`src/rtl/mem_copy_engine_pkg.sv`:
```
// Shared definitions for the word-copy bus initiator and its load/store neighbours.
package mem_copy_engine_pkg;

   typedef enum logic [1:0] {
      IDLE  = 2'd0,
      READ  = 2'd1,
      WRITE = 2'd2,
      DONE  = 2'd3
   } copy_state_t;

   // One 32-bit word spans 8 nibble cells in the data memory.
   localparam int WORD_STRIDE = 8;

endpackage

```
`src/rtl/mem_copy_engine.sv`:
```
// Copies a run of words from src to dst, one read cycle then one write cycle per
// word, in ascending address order.
module mem_copy_engine
   import mem_copy_engine_pkg::*;
#(
   parameter int ADDR_W = 32,
   parameter int CNT_W  = 4,
   parameter int STRIDE = WORD_STRIDE
) (
   input  logic              clk,
   input  logic              reset,
   input  logic              start,
   input  logic [ADDR_W-1:0] src_base,
   input  logic [ADDR_W-1:0] dst_base,
   input  logic [CNT_W-1:0]  count,
   output logic              busy,
   output logic              done,
   output logic [ADDR_W-1:0] address,
   output logic [31:0]       write_data,
   output logic              memoryread,
   output logic              memorywrite,
   input  logic [31:0]       read_data
);

   copy_state_t       state_q, state_d;
   logic [ADDR_W-1:0] src_q, src_d;
   logic [ADDR_W-1:0] dst_q, dst_d;
   logic [CNT_W-1:0]  rem_q, rem_d;
   logic [31:0]       hold_q, hold_d;

   always_comb begin
      state_d = state_q;
      src_d   = src_q;
      dst_d   = dst_q;
      rem_d   = rem_q;
      hold_d  = hold_q;
      unique case (state_q)
         IDLE: begin
            if (start) begin
               if (count != '0) begin
                  src_d   = src_base;
                  dst_d   = dst_base;
                  rem_d   = count;
                  state_d = READ;
               end else begin
                  state_d = DONE;
               end
            end
         end
         READ: begin
            hold_d  = read_data;
            state_d = WRITE;
         end
         WRITE: begin
            src_d   = src_q + ADDR_W'(STRIDE);
            dst_d   = dst_q + ADDR_W'(STRIDE);
            rem_d   = rem_q - CNT_W'(1);
            state_d = (rem_q == CNT_W'(1)) ? DONE : READ;
         end
         DONE: state_d = IDLE;
         default: state_d = IDLE;
      endcase
   end

   // Only the state register needs reset; the datapath is don't-care in IDLE.
   always_ff @(posedge clk) begin
      if (reset) state_q <= IDLE;
      else       state_q <= state_d;
      src_q  <= src_d;
      dst_q  <= dst_d;
      rem_q  <= rem_d;
      hold_q <= hold_d;
   end

   // Memory port is decoded from registered state only; reset gates a write in flight.
   always_comb begin
      busy        = (state_q != IDLE);
      done        = (state_q == DONE);
      memoryread  = (state_q == READ);
      memorywrite = (state_q == WRITE) && !reset;
      address     = '0;
      write_data  = '0;
      if (state_q == READ) begin
         address = src_q;
      end else if (state_q == WRITE) begin
         address    = dst_q;
         write_data = hold_q;
      end
   end

endmodule

```
`config.mk`:
```
export PLATFORM = sky130hd
export DESIGN_NAME = mem_copy_engine
export DESIGN_NICKNAME = d
export VERILOG_FILES = /design/src/rtl/mem_copy_engine_pkg.sv /design/src/rtl/mem_copy_engine.sv
export SDC_FILE = /design/constraint.sdc
export NUM_CORES = 1
export LEC_CHECK = 0
export ABC_AREA = 1
export BUFFER_PORTS_ARGS = -buffer_cell sky130_fd_sc_hd__clkbuf_2
export CAP_MARGIN = 20
export CORE_ASPECT_RATIO = 0.8
export CORE_UTILIZATION = 45
export CTS_CLUSTER_SIZE = 28
export DETAILED_ROUTE_END_ITERATION = 16
export HOLD_SLACK_MARGIN = 0.06
export PLACE_DENSITY_LB_ADDON = 0.15
export SYNTH_ARGS = -nofsm -noshare
export SYNTH_HDL_FRONTEND = slang
export SYNTH_SLANG_ARGS = --single-unit
```
`constraint.sdc`:
```
create_clock -name clk -period 3.2 [get_ports clk]
set_clock_uncertainty 0.05 [all_clocks]
set_input_delay 0.32 -clock clk [delete_from_list [all_inputs] [get_ports clk]]
set_output_delay 0.32 -clock clk [all_outputs]
set_load 0.02 [all_outputs]
```
==> results.sh <==
export IMPL_status="completed"
export IMPL_min_delay_start="read_data[19]"
export IMPL_regArea_sq_um=3040
export IMPL_ys_types=28
export IMPL_drtIter0Drc=503
export IMPL_port_buffers=170
export IMPL_final_cell_mix="228 x nand2_1, 170 x clkbuf_2, 130 x nor2_1"
export IMPL_setup_tns_ns=0
export IMPL_grt_ovfl_total=0
export IMPL_wl_met3_um=1160
export IMPL_grt_pass1_vias=4981
export IMPL_drc_errors=0
export IMPL_worst_slew_pin_transition_ns=0.813
export IMPL_synth_seq_area_share=0.507
export IMPL_dpl_hpwl_um=11800
export IMPL_placed_area_sq_um=7000
export IMPL_startpoint="state_q[1]"
export IMPL_antenna_found_initial=0
export IMPL_initial_core_util=0.465
export IMPL_crit_required_ns=2.83
export IMPL_startpoint_type="flip-flop"
export IMPL_rsz0062_at_grt="no"
export IMPL_power_density_nw_per_um2=491
export IMPL_dieArea_sq_um=13800
export IMPL_arrival_ns=2.12
export IMPL_yosysWarningCount=0
export IMPL_ctsHoldBuffers=0
export IMPL_wl_met1_um=7410
export IMPL_grtUsageTotal=0.234
export IMPL_fmax_mhz=402
export IMPL_grt_max_degree=82
export IMPL_hold_class="primary input to flip-flop"
export IMPL_viasPerCell=5.04
export IMPL_drive_gt1_frac=0.213
export IMPL_worstPathMaxFanout=68
export IMPL_synthToLayoutAreaGrowth_pct=21.7
export IMPL_postLayoutCellArea_sq_um=7310
export IMPL_clock_sink_count=102
export IMPL_clock_path_buffers=2
export IMPL_syn_nets=880
export IMPL_r2r_start="dst_q[3]"
export IMPL_routed_wl_um=15800
export IMPL_synthTopCellsByArea="edfxtp_1 50%, nand2_1 14%, nor2_1 8.2%"
export IMPL_yosysTopAreaCell="edfxtp_1"
export IMPL_design_core_area_sq_um=12900
export IMPL_cts_buffers=9
export IMPL_cts_setup_buffers=0
export IMPL_gp_congestion=0.923
export IMPL_first_pass_iters=5
export IMPL_setup_slack_ns=0.714
export IMPL_fin_crit_sh=0.777
export IMPL_nNetsFinal=1040
export IMPL_worstSetupPathType="flip-flop to primary output"
export IMPL_htreeDepth=3
export IMPL_syn_area_sq_um=6010
export IMPL_end_kind="primary output"
export IMPL_top_layer="met4"
export IMPL_num_antenna_cells=0
export IMPL_relSlewSlack=0.457
export IMPL_avgSynthCellArea_sq_um=7.77
export IMPL_row_count=37
export IMPL_clk_latency_ns=0.35
export IMPL_wl_met2_um=7000
export IMPL_p_total_w=0.00359
export IMPL_grt_pass1_wl_um=25200
export IMPL_finalHoldViolCount=0
export IMPL_die_w_um=131
export IMPL_cts_tree="done"
export IMPL_num_vias=5608
export IMPL_synth_cells=773
export IMPL_p_leak_nw=3.49
export IMPL_ys_seq_elements=102
export IMPL_fin_crit_ns=2.49
export IMPL_ctsResizeCount=0
export IMPL_setup_violations=0
export IMPL_wl_per_cell_um=14.2
export IMPL_yosysTopAreaCellShare=0.500
export IMPL_clk_pin_slew_ns=0.07
export IMPL_multiInputGateArea_sq_um=2420
export IMPL_pre_cts_slack_ns=1.08
export IMPL_ir_drop_mv=0.270
export IMPL_slew_violations=0
export IMPL_max_cap_viol_count=0
export IMPL_num_fill_cells=1231
export IMPL_clock_root_buffer="clkbuf_16"
export IMPL_ios=171
export IMPL_final_common_cell="nand2_1"
export IMPL_dieHeight_um=105
export IMPL_ant_nets=0
-- Yosys cell counts (all sizes together) --
cell / number
o22ai: 17
xnor2: 2
nand2: 229
clkbuf: 5
nor3b: 1
nand3: 78
o21ai: 35
nand4: 9
inv: 106
buf: 21
nor2: 137
a22o: 6
o211ai: 7
nor3: 5
xor2: 7
edfxtp: 100
ha: 4
and2: 2
dfxtp: 2
-- power breakdown --
part	internal [W]	total (W)	switching, W
clock network	0.000685	0.00117	0.000487
registers	0.00165	0.00175	0.000106
logic	0.000217	0.000665	0.000447
total	0.00255	0.00359	0.00104
-- final cells by class --
| type | count | share of cell area |
|---|---|---|
| timing repair buffer | 175 | 0.125 |
| sequential | 102 | 0.416 |
| inverter | 106 | 0.0548 |
| tap | 175 | 0.0300 |
| multi-input combinational | 539 | 0.331 |
| clock inverter | 6 | 0.0116 |
| clock buffer | 10 | 0.0313 |
-- per-layer routing --
layer  vias to the layer above  GRT usage
met1                      2530      0.348
li1                       2827          -
met3                        14     0.0375
met4                         0     0.0639
met5                         -          0
met2                       237      0.351
-- path summary, 6_finish.rpt --
check / endpoint / slack [ns] / cells after the start
setup / recovery: address[14] / 0.71 / 6
hold / removal: hold_q[19] / 0.09 / 1
setup reg to reg: dst_q[25] / 1.24 / 8
hold reg to reg: state_q[0] / 0.54 / 1
-- per-stage QoR --
step,std cells,hold WS (ns),util
6_report,1113,0.0949,0.566
5_1_grt,1113,0.0759,0.566
3_5_place_dp,1097,0.449,0.542
2_1_floorplan,773,0.347,-
4_1_cts,1113,0.0871,0.566
3_3_place_gp,1097,0.446,0.542
-- worst max-delay path, stage by stage, from the launching register on --
cell and delay (ns):
dfxtp_1 0.43, inv_2 0.07, nor2_4 0.11, buf_4 0.59
nand2_1 0.15, o21ai_0 0.16, clkbuf_2 0.23
-- logic make-up after synthesis --
logic type	Yosys count	share of synthesized area
compound gates	65	0.0644
flops	102	0.507
fa+ha+maj	4	0.00833
simple gates	461	0.316
buf+inv	132	0.0915
xor+xnor	9	0.0131
-- registers in the layout (all words and copies together), names as in the netlist --
signal   count
hold_q      32
state_q      2
src_q       32
rem_q        4
dst_q       32
Power figures use the tool's default switching activity.
